**src/rtl/cdc_hs_tx_ctrl.sv**
```systemverilog
// Source-side (clkA) four-phase req/ack controller that carries a DATA_W word into clkB.
// The returning ack is synchronized here, and each handshake phase is bounded by TIMEOUT cycles.
module cdc_hs_tx_ctrl #(
    parameter int DATA_W      = 8,
    parameter int SYNC_STAGES = 2,
    parameter int TIMEOUT     = 255
) (
    input  logic              clkA,
    input  logic              rstA,
    input  logic              src_valid,
    input  logic [DATA_W-1:0] src_data,
    output logic              src_ready,
    output logic              xfer_req,
    output logic [DATA_W-1:0] xfer_data,
    input  logic              xfer_ack_async,
    output logic              done,
    output logic              timeout_err,
    output logic [7:0]        err_cnt,
    output logic              busy
);

    if (SYNC_STAGES < 2 || SYNC_STAGES > 4) begin : g_bad_sync_stages
        $error("cdc_hs_tx_ctrl: SYNC_STAGES must be in 2..4");
    end
    if (TIMEOUT < 0 || TIMEOUT > 65535) begin : g_bad_timeout
        $error("cdc_hs_tx_ctrl: TIMEOUT must be in 0..65535");
    end

    localparam bit          TO_EN   = (TIMEOUT != 0);
    localparam logic [15:0] TO_LAST = (TIMEOUT == 0) ? 16'd0 : 16'(TIMEOUT - 1);

    typedef enum logic [1:0] {
        ST_IDLE,
        ST_REQ,
        ST_REL
    } state_e;

    state_e            state_q, state_d;
    logic              req_q, req_d;
    logic [DATA_W-1:0] data_q, data_d;
    logic [15:0]       wait_q, wait_d;
    logic              aborted_q, aborted_d;
    logic              done_q, done_d;
    logic              tmo_q, tmo_d;
    logic [7:0]        err_q, err_d;
    logic              ready_q, ready_d;

    logic [SYNC_STAGES-1:0] sync_q;
    logic                   ack_sync;
    logic                   phase_expired;

    // The only place the asynchronous ack is sampled.
    always_ff @(posedge clkA) begin
        if (rstA) begin
            sync_q <= '0;
        end else begin
            sync_q <= {sync_q[SYNC_STAGES-2:0], xfer_ack_async};
        end
    end

    assign ack_sync      = sync_q[SYNC_STAGES-1];
    assign phase_expired = TO_EN && (wait_q == TO_LAST);

    always_ff @(posedge clkA) begin
        if (rstA) begin
            state_q   <= ST_IDLE;
            req_q     <= 1'b0;
            data_q    <= '0;
            wait_q    <= '0;
            aborted_q <= 1'b0;
            done_q    <= 1'b0;
            tmo_q     <= 1'b0;
            err_q     <= '0;
            ready_q   <= 1'b0;
        end else begin
            state_q   <= state_d;
            req_q     <= req_d;
            data_q    <= data_d;
            wait_q    <= wait_d;
            aborted_q <= aborted_d;
            done_q    <= done_d;
            tmo_q     <= tmo_d;
            err_q     <= err_d;
            ready_q   <= ready_d;
        end
    end

    // An ack seen in the same cycle as an expiring phase always wins over the timeout.
    always_comb begin
        state_d   = state_q;
        req_d     = req_q;
        data_d    = data_q;
        wait_d    = wait_q;
        aborted_d = aborted_q;
        done_d    = 1'b0;
        tmo_d     = 1'b0;

        case (state_q)
            ST_IDLE: begin
                if (src_valid && ready_q) begin
                    data_d    = src_data;
                    req_d     = 1'b1;
                    aborted_d = 1'b0;
                    wait_d    = '0;
                    state_d   = ST_REQ;
                end
            end
            ST_REQ: begin
                if (ack_sync) begin
                    req_d   = 1'b0;
                    wait_d  = '0;
                    state_d = ST_REL;
                end else if (phase_expired) begin
                    tmo_d     = 1'b1;
                    req_d     = 1'b0;
                    aborted_d = 1'b1;
                    wait_d    = '0;
                    state_d   = ST_REL;
                end else begin
                    wait_d = wait_q + 16'd1;
                end
            end
            ST_REL: begin
                req_d = 1'b0;
                if (!ack_sync) begin
                    done_d  = !aborted_q;
                    state_d = ST_IDLE;
                end else if (phase_expired) begin
                    tmo_d   = 1'b1;
                    state_d = ST_IDLE;
                end else begin
                    wait_d = wait_q + 16'd1;
                end
            end
            default: begin
                req_d   = 1'b0;
                state_d = ST_IDLE;
            end
        endcase

        err_d   = (tmo_d && (err_q != 8'hFF)) ? err_q + 8'd1 : err_q;
        ready_d = (state_d == ST_IDLE);
    end

    assign src_ready   = ready_q;
    assign xfer_req    = req_q;
    assign xfer_data   = data_q;
    assign done        = done_q;
    assign timeout_err = tmo_q;
    assign err_cnt     = err_q;
    assign busy        = (state_q != ST_IDLE);

endmodule
```
**config.mk**
```make
export PLATFORM = sky130hd
export DESIGN_NAME = cdc_hs_tx_ctrl
export DESIGN_NICKNAME = d
export VERILOG_FILES = /design/src/rtl/cdc_hs_tx_ctrl.sv
export SDC_FILE = /design/constraint.sdc
export NUM_CORES = 1
export LEC_CHECK = 0
export BUFFER_PORTS_ARGS = -buffer_cell sky130_fd_sc_hd__buf_4
export CAP_MARGIN = 20
export CORE_ASPECT_RATIO = 0.9
export CORE_MARGIN = 3
export CORE_UTILIZATION = 25
export DETAILED_ROUTE_END_ITERATION = 6
export GPL_ROUTABILITY_DRIVEN = 0
export GPL_TIMING_DRIVEN = 0
export PLACE_DENSITY_LB_ADDON = 0.15
export SLEW_MARGIN = 20
export SYNTH_ARGS = -nofsm -noshare
export SYNTH_HDL_FRONTEND = slang
export SYNTH_SLANG_ARGS = --single-unit
```
**constraint.sdc**
```tcl
create_clock -name clkA -period 8.4 [get_ports clkA]
set_input_delay 2.52 -clock clkA [delete_from_list [all_inputs] [get_ports clkA]]
set_output_delay 2.52 -clock clkA [all_outputs]
set_load 0.005 [all_outputs]
```
After elaboration in Yosys (flattened, before gate mapping)
Index checks and enable logic that the tools add are counted.
{ "op_classes": {"addsub": 2, "multipliers": 0, "div_mod_pow": 0, "order_cmp": 0, "n_eq_ne": 10, "shift": 0, "muxes": 24, "bitwise_logic": 1, "reduce_logical": 13} }
{ "op_table": {"columns": ["operator", "count"], "rows": [
  ["$mux W16", 5],
  ["$pmux W16 S3", 1],
  ["$add A16 B1 Y16 const B", 1],
  ["$eq A16 B8 Y1 const B", 1],
  ["$mux W2", 5],
  ["$ne A2 B2 Y1 const B", 5],
  ["$mux W1", 9],
  ["$add A8 B1 Y8 const B", 1],
  ["$ne A8 B8 Y1 const B", 1],
  ["$reduce_and A4 Y1", 2],
  ["$pmux W1 S2", 3],
  ["$pmux W2 S3", 1],
  ["$logic_not A2 Y1", 2],
  ["$reduce_and A2 Y1", 2],
  ["$reduce_bool A2 Y1", 2],
  ["$ne A3 B3 Y1 const B", 1],
  ["$reduce_bool A3 Y1", 1],
  ["$reduce_or A3 Y1", 1],
  ["$eq A2 B1 Y1 const B", 1],
  ["$eq A2 B2 Y1 const B", 1],
  ["$logic_and A1 B1 Y1", 2],
  ["$logic_not A1 Y1", 1],
  ["$not A1 Y1", 1]
]} }
{ "totals": {"ff_bits": 41, "latch_bits": 0, "mem_bits_rw": 0, "romBits": 0, "output_inout_bits": 21, "word_cells": 60, "memories": 0} }

Logic depth before layout (Yosys ltp)
{ "depth": {"depth_word": 5, "mapped_depth": 8, "depth_no_buf": 7} }

Worst setup path before layout
OpenSTA, ideal clock, no wires.
{ "synth_timing": {"path_kind": "input to register", "startpoint": "in rstA", "endpoint": "reg wait_q[8]", "setup_ns": 0.074, "arrival_time_ns": 3.801, "required_ns": 8.326, "setup_slack_ns": 4.525, "stages": 7, "path_buffers": 2, "cell_sequence": "clkbuf_1 > inv_1 > nand2_1 > or3_1 > clkbuf_1 > o31a_1 > a31oi_1"} }
{ "synth_rtl": {"columns": ["element", "line_no", "text"], "rows": [
  ["from (decl)", "9", "input logic rstA,"],
  ["to (signal assigned)", "79", "wait_q <= wait_d;"],
  ["to (decl)", "41", "logic [15:0] wait_q, wait_d;"]
]} }

Final worst setup path
{ "layout_timing": {"startpoint": "in src_valid", "endpoint": "reg wait_q[5]"} }
{ "layout_via": {"elab_chain_len": 3} }
{ "layout_lines": {"columns": ["element", "line_no", "text"], "rows": [
  ["from (decl)", "10", "input logic src_valid,"],
  ["$logic_and A1 B1 Y1", "100", "if (src_valid && ready_q) begin"],
  ["$ne A2 B2 Y1 (no line)", null, null],
  ["$reduce_and A4 Y1 (no line)", null, null]
]} }
Every way passes these cells.
A chain may end at the register's enable or synchronous reset.

==> results.cfg <==
[route]
remaining_drc_errors = 0
num_vias = 1871
ant_nets = 0
drtPass1Iterations = 4
drt_iter0_markers = 59
viasPerCell = 4.94
totalWireLength_um = 5160
routedWlPerCell_um = 13.6

[outcome]
status = completed

[worst_setup_path]
cp.arrival_ns = 4.39
crit_required_ns = 8.59
critPathCaptureType = flop
cp_cell_sequence = buf_4 -> a21boi_0 -> nor2_1 -> a311oi_1 -> nand2_1 -> o311ai_1
slowest_delay_ns = 0.92
crit_family = compound AO/OA/AOI/OAI gates
r2r_end = wait_q[5]
r2r_setup_slack_ns = 5.40
cpMaxStageDelayCell = a311oi_1
worst-path-buf-inv = 1
rr_worst_depth = 7
crit_fanout = 6
r2r-start = wait_q[0]
worstSetupStartpointType = input port
path_class = input port to flop

[clocking]
cts_setup_buffers = 0
cts_buffer_depth = 2
htree_levels = 2
clock_tree.root_cell = clkbuf_8
numCtsBuffers = 5
clock_sinks = 41
clkTransAtPathRegs_ns = 0.08
cts_tree = built
cts_hold_buffers = 0
insertion_delay_ns = 0.29
cts.repair.resized = 0

[sta]
finalSetupViolCount = 0
min_period_ns = 4.20
slew_headroom_pct = 30.2
whs_ns = 0.446
tns_ns = 0
drv_slew = 0
layout_worst_path_cycle_share_pct = 50.0
worst_pin_slew_ns = 1.04
skew_ns = 0.00734
final-hold-violation-count = 0
rsz0062_at_grt = false
fmax_ghz = 0.238

[grt]
grt_pass1_vias = 1726
antenna_found_initial = 0
grt_pass1_wl_um = 8540
grt_usage_pct = 11.6
grt_max_degree = 14
grt.overflow.total = 0

[worst_hold_path]
min_path_cells = 1
hp-class = flop to flop
holdCritStartpoint = aborted_q
hold_end = done

[layout]
fillCellCount = 865
drive_above_1_share_pct = 15.5
final_nets = 301
syn2layout_area_growth_pct = 24.3
diodes = 0
seq_area_um2 = 821
final_cell_area_um2 = 2490
multiInputGateArea_um2 = 1110

[synth]
synth_common_cells = 41 x dfxtp_1, 34 x nand2_1, 19 x a21oi_1
synthMuxAreaShare_pct = 2.00
async_flop_share_pct = 0
synth.area.top_cells = dfxtp_1 41%, nand2_1 6.4%, a21oi_1 4.7%
synthSimpleGateAreaFrac_pct = 28.9
synth_adder_area_share_pct = 4.36
synth-seq-cells = 41
synthFlopType = dfxtp_1
synthDistinctLibCells = 43
synth-compound-area-share_pct = 17.5
synth_area_leader_cell = dfxtp_1
synth-xor-area-share_pct = 2.62
synth_nets = 263
synth_enable_flop_cells = 0
synthCells = 244
synthesis.area_um2 = 2010
synth_top_area_share_pct = 40.9
synth_top_family_by_area = simple AND/OR/NAND/NOR gates
avgSynthCellArea_um2 = 8.23
ys_warn_count = 0
synth_seq_area_share_pct = 40.9
yosysMostFrequentCell = dfxtp_1

[die]
die_h_um = 91
initial_core_util_pct = 26.2
dieWidth_um = 100
coreArea_um2 = 7660
core.rowCount = 30
die-area_um2 = 9140
ios = 33

[job]
maxCapViolations = 0

[placed_design]
port_buffers = 31
dp.final_hpwl_um = 3720
place_area_um2 = 2360

[pwr]
finalPower_uw = 438
p_leak_nw = 0.914
ir_drop_uv = 59.0
p_per_area_nw_per_um2 = 176
-- area by class of cell --
type | instances | area share (%)
Multi-Input combinational cell | 183 | 44.5
Sequential cell | 41 | 32.9
Timing Repair Buffer | 31 | 9.33
Tap cell | 96 | 4.82
Clock buffer | 5 | 2.76
Clock inverter | 3 | 2.61
Buffer | 10 | 1.56
Inverter | 10 | 1.51
-- sequential cells by signal (all words and copies together), names as in the netlist --
register and count:
timeout_err 1, err_cnt 8, src_ready 1, aborted_q 1, state_q 2, sync_q 2, xfer_req 1, wait_q 16
done 1, xfer_data 8
-- layout by cell type (no fill, tap or decap), types with 2 or more instances in the layout --
| cell | count |
|---|---|
| clkbuf_1 | 9 |
| or4_1 | 4 |
| clkbuf_8 | 5 |
| nand2b_1 | 3 |
| o21ai_0 | 11 |
| a21boi_0 | 2 |
| buf_4 | 31 |
| nor3b_1 | 3 |
| mux2i_1 | 4 |
| a41oi_1 | 3 |
| inv_1 | 10 |
| nand3_1 | 16 |
| a311oi_1 | 2 |
| and3_1 | 2 |
| ha_1 | 7 |
| or3_1 | 5 |
| nand2_1 | 34 |
| nor2_1 | 12 |
| a21oi_1 | 19 |
| a31oi_1 | 5 |
| nand4_1 | 6 |
| a21o_1 | 3 |
| o31ai_1 | 3 |
| nor4_1 | 6 |
| o311ai_1 | 2 |
| nor2b_1 | 3 |
| nor3_1 | 8 |
| dfxtp_1 | 41 |
| xnor2_1 | 2 |
| xor2_1 | 4 |
| bufinv_16 | 2 |
-- layer usage --
metal  part of all wire [%]  vias up  global-route usage, %  routed length, um
met5                      0        -                      0                  0
met4                   0.68        0                   3.37                 35
met3                    3.6        2                   2.84                186
met2                     45       32                   17.3               2340
met1                     50      872                   16.5               2600
li1                       -      965                      -                  -
-- metrics by stage --
| stage | util, % | setup slack (ns) | instances |
|---|---|---|---|
| after detailed placement | 30.8 | 3.94 | 371 |
| final | 32.6 | 4.20 | 379 |
| after global placement | 30.8 | 3.91 | 371 |
| after CTS | 32.6 | 4.23 | 379 |
| after floorplan | - | 4.52 | 244 |
| after global routing | 32.6 | 3.93 | 379 |
-- power by group --
group          switching (mW)  total, mW  leakage [nW]  internal [mW]
combinational          0.0269     0.0466         0.514         0.0197
clock                  0.0697      0.188        0.0681          0.118
sequential            0.00400      0.204         0.332          0.200
-- how the worst max path moves through the flow --
stage | cells after the start | from | slack (ns) | end
finish | 6 | src_valid | 4.20 | wait_q[5]
detailed placement | 6 | src_valid | 3.94 | wait_q[2]
floorplan | 7 | rstA | 4.52 | wait_q[8]
global placement | 6 | src_valid | 3.91 | wait_q[4]
CTS | 6 | src_valid | 4.23 | wait_q[5]
global route | 6 | src_valid | 3.93 | wait_q[5]
-- cell families (layout without fill, tap and decap cells) --
kind of cell             after synthesis  count (layout)
flip-flops                            41              41
AND/OR/NAND/NOR                      110             110
buffers and inverters                 20              59
AO/OA/AOI/OAI                         56              56
XOR/XNOR                               6               6
adder cells (fa/ha/maj)                7               7
multiplexers                           4               4
Power figures use the tool's default switching activity.
